<file path="config.mk">
export PLATFORM = sky130hd
export DESIGN_NAME = if_stage_param
export DESIGN_NICKNAME = d
export VERILOG_FILES = /design/src/rtl/if_pkg.sv /design/src/rtl/if_pc_gen.sv /design/src/rtl/if_stage_param.sv
export SDC_FILE = /design/constraint.sdc
export NUM_CORES = 1
export LEC_CHECK = 0
export BUFFER_PORTS_ARGS = -buffer_cell sky130_fd_sc_hd__clkbuf_2
export CORE_MARGIN = 2
export CORE_UTILIZATION = 53
export DETAILED_ROUTE_END_ITERATION = 16
export PLACE_DENSITY = 0.85
export SLEW_MARGIN = 20
export SYNTH_ARGS = -nofsm -noshare
export SYNTH_HDL_FRONTEND = slang
export SYNTH_SLANG_ARGS = --single-unit
</file>
<file path="constraint.sdc">
create_clock -name clk -period 4.2 [get_ports clk]
set_input_delay 0.21 -clock clk [delete_from_list [all_inputs] [get_ports clk]]
set_output_delay 0.21 -clock clk [all_outputs]
set_load 0.005 [all_outputs]
</file>
<file path="src/rtl/if_pkg.sv">
// Shared types and default constants for the instruction-fetch stage.
package if_pkg;

   // Fetch FSM: FETCH issues normally, WAIT means the last request had no data.
   typedef enum logic [0:0] {
      FETCH = 1'b0,
      WAIT  = 1'b1
   } if_state_e;

   localparam int unsigned INSN_W          = 32;
   localparam logic [63:0] DEF_RESET_VEC   = 64'd64;
   localparam logic [31:0] DEF_BUBBLE_WORD = 32'h0000_0000;

endpackage : if_pkg

</file>
<file path="src/rtl/if_pc_gen.sv">
// PC register and next-PC selection (reset / redirect / hold / +4).
// Optional IF_MISALIGN_TRAP_EN: word-align redirect targets and flag misaligned ones.
module if_pc_gen
   import if_pkg::*;
#(
   parameter int unsigned     XLEN      = 32,
   parameter logic [XLEN-1:0] RESET_VEC = XLEN'(DEF_RESET_VEC)
) (
   input  logic            clk_i,
   input  logic            reset_i,
   input  logic            redirect_i,
   input  logic [XLEN-1:0] redirect_pc_i,
   input  logic            advance_i,
   output logic [XLEN-1:0] pc_o
`ifdef IF_MISALIGN_TRAP_EN
   ,
   output logic            misalign_o
`endif
);

   logic [XLEN-1:0] pc_q, pc_d;
   logic [XLEN-1:0] target;

`ifdef IF_MISALIGN_TRAP_EN
   logic misalign_q, misalign_d;

   // Force word alignment; the flag is only raised by the redirect edge itself.
   assign target     = redirect_pc_i & ~XLEN'(3);
   assign misalign_d = redirect_i & (|redirect_pc_i[1:0]);
   assign misalign_o = misalign_q;
`else
   assign target = redirect_pc_i;
`endif

   // Next PC: redirect wins, otherwise +4 on advance (wraps modulo 2^XLEN), else hold.
   always_comb begin
      pc_d = pc_q;
      if (redirect_i) begin
         pc_d = target;
      end else if (advance_i) begin
         pc_d = pc_q + XLEN'(4);
      end
   end

   // PC register with synchronous reset.
   always_ff @(posedge clk_i) begin
      if (reset_i) begin
         pc_q <= RESET_VEC;
      end else begin
         pc_q <= pc_d;
      end
   end

`ifdef IF_MISALIGN_TRAP_EN
   // One-cycle misalignment pulse register.
   always_ff @(posedge clk_i) begin
      if (reset_i) begin
         misalign_q <= 1'b0;
      end else begin
         misalign_q <= misalign_d;
      end
   end
`endif

   assign pc_o = pc_q;

endmodule : if_pc_gen

</file>
<file path="src/rtl/if_stage_param.sv">
// Instruction-fetch stage: fetch FSM, pipe register, PC generator instance.
// Optional IF_MISALIGN_TRAP_EN adds the misalign output.
module if_stage_param
   import if_pkg::*;
#(
   parameter int unsigned       XLEN        = 32,
   parameter logic [XLEN-1:0]   RESET_VEC   = XLEN'(DEF_RESET_VEC),
   parameter logic [INSN_W-1:0] BUBBLE_WORD = DEF_BUBBLE_WORD
) (
   input  logic              clk,
   input  logic              reset,
   input  logic              stall,
   input  logic              redirect,
   input  logic [XLEN-1:0]   redirect_pc,
   output logic              imem_req,
   output logic [XLEN-1:0]   imem_addr,
   input  logic [INSN_W-1:0] imem_data,
   input  logic              imem_valid,
   output logic              pipe_valid,
   output logic [XLEN-1:0]   pipe_pc,
   output logic [XLEN-1:0]   pipe_pc4,
   output logic [INSN_W-1:0] pipe_data
`ifdef IF_MISALIGN_TRAP_EN
   ,
   output logic              misalign
`endif
);

   if_state_e         state_q, state_d;
   logic [XLEN-1:0]   pc;
   logic [XLEN-1:0]   pc_plus4;
   logic              advance;

   logic              pipe_valid_q, pipe_valid_d;
   logic [XLEN-1:0]   pipe_pc_q, pipe_pc_d;
   logic [XLEN-1:0]   pipe_pc4_q, pipe_pc4_d;
   logic [INSN_W-1:0] pipe_data_q, pipe_data_d;

   assign advance  = imem_valid & ~stall;
   assign pc_plus4 = pc + XLEN'(4);

   if_pc_gen #(
      .XLEN      (XLEN),
      .RESET_VEC (RESET_VEC)
   ) u_pc_gen (
      .clk_i         (clk),
      .reset_i       (reset),
      .redirect_i    (redirect),
      .redirect_pc_i (redirect_pc),
      .advance_i     (advance),
      .pc_o          (pc)
`ifdef IF_MISALIGN_TRAP_EN
      ,
      .misalign_o    (misalign)
`endif
   );

   // FSM state register.
   always_ff @(posedge clk) begin
      if (reset) begin
         state_q <= FETCH;
      end else begin
         state_q <= state_d;
      end
   end

   // Next state: redirect restarts, stall holds, missing data parks in WAIT.
   always_comb begin
      state_d = state_q;
      if (redirect) begin
         state_d = FETCH;
      end else if (stall) begin
         state_d = state_q;
      end else if (!imem_valid) begin
         state_d = WAIT;
      end else begin
         state_d = FETCH;
      end
   end

   // Outputs: fetch request and next pipe-register contents (default hold).
   always_comb begin
      imem_req     = ~reset;
      pipe_valid_d = pipe_valid_q;
      pipe_pc_d    = pipe_pc_q;
      pipe_pc4_d   = pipe_pc4_q;
      pipe_data_d  = pipe_data_q;
      if (redirect) begin
         pipe_valid_d = 1'b0;
         pipe_pc_d    = pc;
         pipe_pc4_d   = pc_plus4;
         pipe_data_d  = BUBBLE_WORD;
      end else if (stall) begin
         pipe_valid_d = pipe_valid_q;
      end else if (!imem_valid) begin
         pipe_valid_d = 1'b0;
         pipe_data_d  = BUBBLE_WORD;
      end else begin
         pipe_valid_d = 1'b1;
         pipe_pc_d    = pc;
         pipe_pc4_d   = pc_plus4;
         pipe_data_d  = imem_data;
      end
   end

   // Pipe registers.
   always_ff @(posedge clk) begin
      if (reset) begin
         pipe_valid_q <= 1'b0;
         pipe_pc_q    <= '0;
         pipe_pc4_q   <= '0;
         pipe_data_q  <= '0;
      end else begin
         pipe_valid_q <= pipe_valid_d;
         pipe_pc_q    <= pipe_pc_d;
         pipe_pc4_q   <= pipe_pc4_d;
         pipe_data_q  <= pipe_data_d;
      end
   end

   assign imem_addr  = pc;
   assign pipe_valid = pipe_valid_q;
   assign pipe_pc    = pipe_pc_q;
   assign pipe_pc4   = pipe_pc4_q;
   assign pipe_data  = pipe_data_q;

endmodule : if_stage_param
</file>
==> results.md <==
* Status: complete, no violations
* Vias in the first global route at ~5500
* PwrDens at between 300 and 400 mW/mm2
* Initial Util at 53.7%
* Share of layout cells above drive strength 1 at just under 30%
* First-pass GRT wire length at approximately 26000 um
* Register bit total from synthesis at about 130
* Initial antenna violation count at 0
* CORE AREA at a little over 0.01 mm2
* Crit-path max FO at 12
* Post-synth cell types at 39
* Seq/Total Area, Yosys at between 40% and 50%
* Hold_sp: redirect_pc[14]
* CTS sink cnt at roughly 130
* Syn-to-layout area delta at 39.0%
* Max Cap Violations at 0
* Fin crit period at 2.35 ns
* Placement row count at 37
* Max VDD drop at ~0.00031 V
* Clock skew at 0.00640 ns
* # DRC at 0
* FF-to-FF Start: u_pc_gen.pc_o[3]
* CTS Root Cell: clkbuf_8
* Worst r2r dst: u_pc_gen.pc_o[30]
* Avg Synthesized Cell Area at around 8.5 um2
* Setup TNS at 0 ns
* RSZ-0062 raised after global routing: false
* Finish-stage setup viols at 0
* Die width at between 100 and 150 um
* Worst Path Required at about 4.6 ns
* Synthesized net count at between 700 and 800
* Flop2flop setup slack at 1.85 ns
* Synth area leader: dfxtp_1
* Top_reg_cell synth: dfxtp_1
* Worst reg-to-reg path cell count at 6
* Overall power at ~3000 uW
* Initial drt markers at 311
* DRT antenna net count at 0
* Synth top area cells: dfxtp_1 47%, xnor2_1 7.2%, nor2_1 6.3%
* Area share of the largest cell type after synthesis at between 40% and 50%
* Hpwl dp at around 10000 um
* Lkg Pwr at 0.00313 uW
* TritonCTS buffer count at 17
* Final worst-path cycle share at 56.1%
* Reg area at 0.00254 mm2
* Gr ovfl total at 0
* Die footprint at around 0.011 mm2
* CP startpoint kind: flip-flop
* Hold depth at 3
* Number of fill cells in the layout at 700
* IO Pins at between 150 and 200
* Fin. max-slew vios at 0
* Synth top cells by count: 127 x dfxtp_1, 91 x nor2_1, 90 x nand2_1, 45 x xnor2_1, 44 x clkbuf_1
* Clock Pin Slew Worst Setup and Hold Paths at ~0.060 ns
* Total number of yosys warnings at 0
* Nets at 936
* Post-synthesis cell area at 0.00545 mm2
* DR WL/cell at 16.1 um
* Hold Crit Class: in -> reg
* WHS Endpoint: u_pc_gen.pc_o[14]
* Most common cell in the synthesized netlist: dfxtp_1
* CTS tree: built
* Slew headroom at 31.7%
* Critical path class: reg -> reg
* Max Fclk at approximately 0.42 GHz
* Worst-skew pair later-pin latency at a little over 0.5 ns
* Critical path endpoint category: flip-flop
* Pre-Repair DR Iteration Count at 4
* Footprint of the multi-input gates at approximately 0.0026 mm2
* H-tree level count at 4
* Drt via density at roughly 5.5
* Total routing usage reported by global routing at 29.0%
* Via count at between 5000 and 6000
* Final-report hold violation count at 0
* Number of buffers added on ports at between 150 and 200
* DRT Wirelength at 16400 um
* Post-synthesis async set-or-reset flop share at 0%
* WP data arrival at about 2.8 ns
* GPL Wtd Cong at around 0.8
* Diodes inserted at 0
* Largest net degree at the start of global routing at slightly above 90
* Die Ht at ~110 um
* Post-synth EDFFs at 0
* Longest Clk Path Bufs at 2
* Worst Max-Slew Pin Slew at 1.02 ns
* Mapped Cells at about 640
[placed cells by master (no fill, tap or decap), drive strengths merged]
cell type,n
nor4,13
clkinvlp,2
nand3,16
nand2,90
clkinv,6
xnor2,45
and4,4
ha,1
o21ai,9
buf,6
or4,3
inv,9
a22oi,32
and3,2
clkbuf,218
nor3,25
dlygate4sd3,64
mux2i,6
a221oi,1
a311oi,4
o21a,1
and2,1
dfxtp,127
nor2b,1
xor2,6
or3,4
a21oi,42
nand4,8
nor2,91
a211oi,41
nand2b,1
[critical path, cell delays in order, from the launching register on]
cell and delay (ns):
dfxtp_1 0.44, ha_1 0.27, nand3_1 0.21, or4_4 0.65, nor4_1 0.36, xnor2_1 0.11
a211oi_1 0.23
[sequential cells by signal (all words and copies together) (netlist names)]
| signal | flops |
|---|---|
| pipe_data | 32 |
| pipe_pc | 32 |
| u_pc_gen.pc_o | 32 |
| pipe_pc4 | 30 |
| pipe_valid | 1 |
[final cells by class]
type | instances | share of cell area, %
sequential | 127 | 33.6
clock buffer | 21 | 6.07
timing repair buffer | 267 | 22.1
inverter | 6 | 0.298
clock inverter | 11 | 1.09
multi-input combinational | 447 | 34.6
tap | 136 | 2.25
[stage by stage]
stage	util [%]	cells	hold WS [ns]	instance area (um2)	worst slack [ns]
global placement	63.0	919	0.427	6380	1.63
floorplan	-	642	0.335	5450	2.13
detailed placement	63.0	919	0.437	6380	1.51
CTS	74.6	1015	0.00630	7570	1.84
global route	74.7	1015	0.0289	7570	1.68
finish	74.7	1015	0.0431	7570	1.85
[power breakdown]
group	leakage (uW)	switching, uW	total [uW]	internal, uW
Sequential	0.00104	69.4	1340	1270
Combinational	0.00183	171	340	170
Clock	0.000265	544	1320	776
[cell families (layout without fill, tap and decap cells)]
group           Yosys count  after routing  synth area share (%)
simple gates            259            259                  22.4
mux                       6              6                  1.10
xor+xnor                 51             51                  8.20
flops                   127            127                  46.7
buf+inv                  68            305                  5.47
fa+ha+maj                 1              1                 0.230
compound gates          130            130                  15.9
[how the worst max path moves through the flow]
stage                     startpoint           endpoint  slack (ns)
floorplan           u_pc_gen.pc_o[2]  u_pc_gen.pc_o[14]        2.13
global placement               stall  u_pc_gen.pc_o[14]        1.63
detailed placement             stall  u_pc_gen.pc_o[14]        1.51
CTS                 u_pc_gen.pc_o[3]  u_pc_gen.pc_o[30]        1.84
global route        u_pc_gen.pc_o[3]  u_pc_gen.pc_o[30]        1.68
finish              u_pc_gen.pc_o[3]  u_pc_gen.pc_o[30]        1.85
[metal layers]
metal,routed length [um],vias to the layer above,track usage (%)
met5,0,-,0
met4,358,0,11.0
met3,1360,32,7.73
met2,8180,285,50.3
met1,6460,2545,34.2
li1,-,2671,-
[what timing repair did]
action,CTS,global route
hold buffers,64,0
hold endpoints to repair,63,0
setup buffers,0,0
gates resized for setup,0,0
(Power assumes the default switching activity.)
